`config.mk`:
```
export PLATFORM = sky130hd
export DESIGN_NAME = dcache_line_wb
export DESIGN_NICKNAME = d
export VERILOG_FILES = /design/src/rtl/dcache_line_wb.sv
export SDC_FILE = /design/constraint.sdc
export NUM_CORES = 2
export LEC_CHECK = 0
export BUFFER_PORTS_ARGS = -buffer_cell sky130_fd_sc_hd__buf_4
export CAP_MARGIN = 15
export CORE_UTILIZATION = 58
export CTS_BUF_LIST = sky130_fd_sc_hd__clkbuf_4
export DETAILED_ROUTE_END_ITERATION = 8
export PLACE_DENSITY = 0.83
export SLEW_MARGIN = 20
export SYNTH_ARGS = -nofsm -noshare
export SYNTH_HDL_FRONTEND = slang
export SYNTH_SLANG_ARGS = --single-unit
export TNS_END_PERCENT = 100
```
`constraint.sdc`:
```
create_clock -name clk -period 3.71 [get_ports clk]
set_input_delay 0.5565 -clock clk [delete_from_list [all_inputs] [get_ports clk]]
set_output_delay 0.5565 -clock clk [all_outputs]
set_load 0.02 [all_outputs]
```
`src/rtl/dcache_line_wb.sv`:
```
// One write-back data-cache line: tag, LINEWORDS words, valid/dirty and TTL age.
// Serves CPU hits with byte enables, bursts fills in from memory and flushes dirty data first.
module dcache_line_wb #(
  parameter int ADDRBITS  = 32,
  parameter int DATABITS  = 32,
  parameter int LINEWORDS = 32,
  parameter int TTLBITS   = 8
)(
  input  logic                  clk,
  input  logic                  reset,
  input  logic [ADDRBITS-1:0]   cpu_addr,
  input  logic                  cpu_rdreq,
  input  logic                  cpu_wrreq,
  input  logic [DATABITS-1:0]   cpu_wrdata,
  input  logic [DATABITS/8-1:0] cpu_byteen,
  output logic [DATABITS-1:0]   cpu_rddata,
  output logic                  cpu_valid,
  output logic                  hit,
  output logic                  miss,
  output logic                  busy,
  output logic                  dirty,
  output logic [TTLBITS-1:0]    ttl,
  input  logic                  ttl_tick,
  input  logic                  fill_req,
  output logic [ADDRBITS-1:0]   mem_addr,
  output logic                  mem_rdreq,
  input  logic [15:0]           mem_burstlen,
  input  logic [DATABITS-1:0]   mem_rddata,
  input  logic                  mem_rdvalid,
  output logic                  mem_wrreq,
  output logic [DATABITS-1:0]   mem_wrdata,
  input  logic                  mem_wrack
);
  localparam int NBYTES = DATABITS / 8;
  localparam int OFFB   = $clog2(NBYTES);
  localparam int WB     = $clog2(LINEWORDS);
  localparam int TAGB   = ADDRBITS - WB - OFFB;
  localparam logic [TTLBITS-1:0] MAXTTL = '1;

  localparam logic [1:0] S_INVALID = 2'd0;
  localparam logic [1:0] S_FILL    = 2'd1;
  localparam logic [1:0] S_VALID   = 2'd2;
  localparam logic [1:0] S_FLUSH   = 2'd3;

  logic [1:0]          state;
  logic [TAGB-1:0]     tag, next_tag;
  logic [WB-1:0]       word_cnt;
  logic [15:0]         burst_cnt;
  logic [DATABITS-1:0] line [LINEWORDS];

  logic [TAGB-1:0] cpu_tag;
  logic [WB-1:0]   widx;
  logic [15:0]     blen;
  logic            cpu_req, tag_hit, req_hit, fill_wr, last_word, burst_done;

  assign cpu_tag    = cpu_addr[ADDRBITS-1 -: TAGB];
  assign widx       = cpu_addr[OFFB +: WB];
  assign blen       = (mem_burstlen == 16'd0) ? 16'd1 : mem_burstlen;
  assign cpu_req    = cpu_rdreq | cpu_wrreq;
  assign tag_hit    = (state == S_VALID) && (cpu_tag == tag);
  assign req_hit    = tag_hit && cpu_req && !fill_req;
  assign fill_wr    = (state == S_FILL) && mem_rdvalid;
  assign last_word  = &word_cnt;
  assign burst_done = (burst_cnt + 16'd1) >= blen;

  assign busy       = (state == S_FILL) || (state == S_FLUSH);
  assign mem_wrreq  = (state == S_FLUSH);
  assign mem_wrdata = mem_wrreq ? line[word_cnt] : '0;
  // During FLUSH tag still holds the old line; it is replaced only when the flush ends.
  assign mem_addr   = busy ? (ADDRBITS'({tag, word_cnt}) << OFFB) : '0;

  generate
    if (OFFB > 0) begin : g_lsb
      logic unused_lsb;
      assign unused_lsb = ^cpu_addr[OFFB-1:0];
    end
  endgenerate

  always_ff @(posedge clk) begin
    if (fill_wr)
      line[word_cnt] <= mem_rddata;
    else if (req_hit && cpu_wrreq)
      for (int b = 0; b < NBYTES; b++)
        if (cpu_byteen[b]) line[widx][8*b +: 8] <= cpu_wrdata[8*b +: 8];
  end

  always_ff @(posedge clk or posedge reset) begin
    if (reset) begin
      state      <= S_INVALID;
      tag        <= '0;
      next_tag   <= '0;
      word_cnt   <= '0;
      burst_cnt  <= '0;
      dirty      <= 1'b0;
      ttl        <= '0;
      hit        <= 1'b0;
      miss       <= 1'b0;
      cpu_valid  <= 1'b0;
      cpu_rddata <= '0;
      mem_rdreq  <= 1'b0;
    end else begin
      hit       <= 1'b0;
      miss      <= 1'b0;
      cpu_valid <= 1'b0;
      mem_rdreq <= 1'b0;
      case (state)
        S_INVALID: begin
          if (cpu_req) miss <= 1'b1;
          if (fill_req) begin
            tag       <= cpu_tag;
            state     <= S_FILL;
            mem_rdreq <= 1'b1;
            word_cnt  <= '0;
            burst_cnt <= '0;
          end
        end
        S_VALID: begin
          if (ttl_tick && ttl != '0) ttl <= ttl - TTLBITS'(1);
          if (fill_req) begin
            word_cnt  <= '0;
            burst_cnt <= '0;
            if (dirty) begin
              next_tag <= cpu_tag;
              state    <= S_FLUSH;
            end else begin
              tag       <= cpu_tag;
              state     <= S_FILL;
              mem_rdreq <= 1'b1;
              ttl       <= '0;
            end
          end else if (cpu_req) begin
            if (tag_hit) begin
              hit <= 1'b1;
              ttl <= MAXTTL;
              if (cpu_wrreq) dirty <= 1'b1;
              else begin
                cpu_valid  <= 1'b1;
                cpu_rddata <= line[widx];
              end
            end else begin
              miss <= 1'b1;
            end
          end
        end
        S_FILL: begin
          if (mem_rdvalid) begin
            word_cnt <= word_cnt + WB'(1);
            if (last_word) begin
              state     <= S_VALID;
              ttl       <= MAXTTL;
              dirty     <= 1'b0;
              burst_cnt <= '0;
            end else if (burst_done) begin
              burst_cnt <= '0;
              mem_rdreq <= 1'b1;
            end else begin
              burst_cnt <= burst_cnt + 16'd1;
            end
          end
        end
        default: begin
          if (mem_wrack) begin
            word_cnt <= word_cnt + WB'(1);
            if (last_word) begin
              dirty     <= 1'b0;
              tag       <= next_tag;
              state     <= S_FILL;
              mem_rdreq <= 1'b1;
              burst_cnt <= '0;
              ttl       <= '0;
            end
          end
        end
      endcase
    end
  end
endmodule

```
==> impl_metrics.toml <==
[timing]
tightest_slew_ps = 1480
finalCritPeriodShare_pct = 113
fin_skew_ps = 135
finalHoldViolCount = 0
setup_violations = 88
rsz0062_at_grt = "true"
drv_slew = 0
maxSlewHeadroom_pct = 0.777
setup_ws_ps = -493
max_clock_freq_ghz = 0.238
fin_crit_ps = 4200

[clocking]
clk_transition_reported_paths_ps = 70
clock_sinks = 1142
insertion_delay_ps = 1240
clockBufferDepth = 4
cts_tree = "yes"
clock-root-buffer = "clkbuf_4"
htree_levels = 5
cts_buffers = 300

[place]
post-dp-hpwl_mm = 98.0
dp_cells = 4427
post-place-ws_ps = -357
io_buffers = 230
gp_congestion = 0.947

[synthesis]
ys.flop_type = "edfxtp_1"
post-synth-top-area-cell = "edfxtp_1"
yosys-top-cells-count = "edfxtp_1, mux4_2, nor2_1, mux2_2, mux2i_1"
avgSynthCellArea_um2 = 18.2
synth_area_mm2 = 0.0547
ys_seq_elements = 1142
synth_most_common_cell = "edfxtp_1"
synthArstFlopShare_pct = 10.3
ys_top_cells_by_area = "edfxtp_1, mux4_2, dfrtp_1"
synth_cell_types = 65
synth_top_area_share_pct = 56.2
yosys_warnings = 0
ys_seq_area_share_pct = 61.6
synth_edf_count = 1024
synthCells = 3003

[routing]
detail_route.wirelength_mm = 161
firstDrtPassIters = 6
num_vias = 34700
wl_per_cell_um = 32.1
detail_route.vias_per_cell = 6.91
drt-initial-drc-count = 4265
antenna_left = 0
route.detailed.drc = 0

[die]
num_io_pins = 235
die_w_um = 309
start_util_pct = 58.6
dieArea_mm2 = 0.0956
core_mm2 = 0.0935
rows = 112
die_h_um = 309

[status]
status = "complete, but fails checks"
violations = "max-capacitance violations, negative setup slack"

[global_routing]
grt_usage_pct = 34.0
grt_antenna_before_repair = 4
grt_pass1_vias = 36300
gr-total-overflow = 0
grt_max_degree = 67
grt_pass1_wl_mm = 232

[cells_and_area]
fin_nets = 3710
drive_gt1_share_pct = 43.9
fin_util_pct = 68.5
fin_cells = 5021
syn2layout_area_growth_pct = 17.0
fill_cells = 5821

[critical_path]
worst_path_max_delay_cell = "mux4_2"
crit_arrival_ps = 3650
worstSetupPathType = "register to output port"
r2r_cells = 9
cpPeakStageDelay_ps = 570
timing.rr.end = "line[8][2]"
cp-end-kind = "output port"
cp_max_fo = 9
critPathLaunchType = "register"
cp.required_ps = 3150
cp_cell_sequence = "buf_12, buf_12, buf_8, mux4_2, mux4_2, a22o_1, buf_6"
r2r_start = "tag[14]"
ff2ff_setup_slack_ps = -250

[power_and_ir_drop]
ir_drop_v = 0.000424
p_comb_share_pct = 27.3
internal_power_w = 0.0250
pwr-share-clk_pct = 30.5
p_leak_nw = 21.9
powerDensity_mw_per_mm2 = 553
p_switching_w = 0.0104
swShare_pct = 29.4
pwr-share-seq_pct = 42.1

[run]
drv_cap = 1

[hold_path]
whs_endpoint = "cpu_rddata[31]"
hp-class = "input port to register"
holdCritStartpoint = "cpu_addr[6]"
hold_path_depth = 5
==> area by class of cell <==
type	instances	area [µm²]	area share [%]
inverters	29	114	0.178
repair buffers	487	4930	7.70
flip-flops and latches	1142	33700	52.6
clock inverters	84	487	0.760
diodes	8	20.0	0.0313
multi-input cells	1600	20100	31.3
well taps	1254	1570	2.45
clock buffers	417	3130	4.89
==> routing by layer <==
layer  GRT usage [%]  share of wire (%)  vias to the layer above
li1                -                  -                    13800
met1            42.5                 33                    17500
met2            53.5                 48                     2813
met3            10.6                 13                      578
met4            18.4                5.4                        2
met5               0             0.0081                        -
==> registers in the layout (all words and copies together) (netlist names) <==
name,count
burst_cnt,16
mem_rdreq,1
next_tag,25
miss,1
dirty,1
cpu_rddata,32
tag,25
state,2
line,1024
hit,1
cpu_valid,1
word_cnt,5
ttl,8
==> cell families (layout without fill, tap and decap cells) <==
| kind of cell | Yosys count | in the layout | synth area share, % |
|---|---|---|---|
| other cells | 1 | 10 | 0.00685 |
| fa+ha+maj | 26 | 26 | 0.594 |
| mux | 818 | 818 | 27.7 |
| buf+inv | 262 | 1017 | 2.25 |
| flops | 1142 | 1142 | 61.6 |
| xor+xnor | 34 | 34 | 0.544 |
| compound gates | 307 | 307 | 3.80 |
| simple gates | 413 | 413 | 3.51 |
==> cells in the final DEF, fill, tap and decap left out, drive strengths merged, types with 7 or more instances in the layout <==
cell	synthesis	layout
edfxtp	1024	1024
mux4	544	544
buf	113	445
clkbuf	120	425
nor2	207	207
mux2	152	152
mux2i	122	122
dfrtp	118	118
a21oi	75	75
clkinv	0	72
nand2	65	65
o21ai	53	53
dlygate4sd3	0	34
inv	29	34
o221ai	33	33
a22oi	32	32
nor2b	32	32
a22o	32	32
o22ai	31	31
xor2	29	29
ha	26	26
nor3	21	21
nand3	17	17
and2	12	12
a32o	10	10
nand2b	10	10
a211oi	9	9
nor4	9	9
diode	0	8
nand3b	7	7
==> power groups by stage <==
stage               combinational [W]  sequential (W)  clock, W
floorplan                     0.00577          0.0151         0
global placement              0.00810          0.0152         0
detailed placement            0.00832          0.0152         0
CTS                           0.00910          0.0149    0.0108
global route                   0.0101          0.0150    0.0115
finish                        0.00969          0.0149    0.0108
==> stage by stage <==
| stage | total power, W | cell area, µm² | setup TNS [ps] | hold slack, ps |
|---|---|---|---|---|
| 2_1_floorplan | 0.0208 | 54800 | 0 | 479 |
| 3_3_place_gp | 0.0233 | 58900 | -64370 | 479 |
| 3_5_place_dp | 0.0235 | 58900 | -80930 | 483 |
| 4_1_cts | 0.0348 | 63500 | -14640 | 50.9 |
| 5_1_grt | 0.0366 | 64000 | -17400 | 111 |
| 6_report | 0.0354 | 64000 | -17170 | 122 |
==> how the worst max path moves through the flow <==
stage,start,endpoint,slack (ps)
6_report,word_cnt[0],mem_wrdata[20],-490
2_1_floorplan,reset,burst_cnt[0],20
3_5_place_dp,cpu_addr[8],line[4][14],-360
4_1_cts,word_cnt[0],mem_wrdata[7],-510
3_3_place_gp,cpu_addr[8],line[6][22],-300
5_1_grt,word_cnt[0],mem_wrdata[23],-570
==> critical path: cells and delay by family, from the launching register on <==
family	cells	cell delay [ps]
muxes	2	1070
buffers and inverters	4	640
DFF	1	520
AOI/OAI and AO/OA	1	250
==> what timing repair did <==
item                                    4_1_cts  5_1_grt
hold buffers                                 34        0
cloned                                        8       10
buffers inserted                             20       14
hold endpoints to repair                    144        0
endpoints found under the setup margin       71       94
gates resized for setup                      42       35
pin swaps                                     1       11
Note: power is estimated with default switching activity, not from simulation.
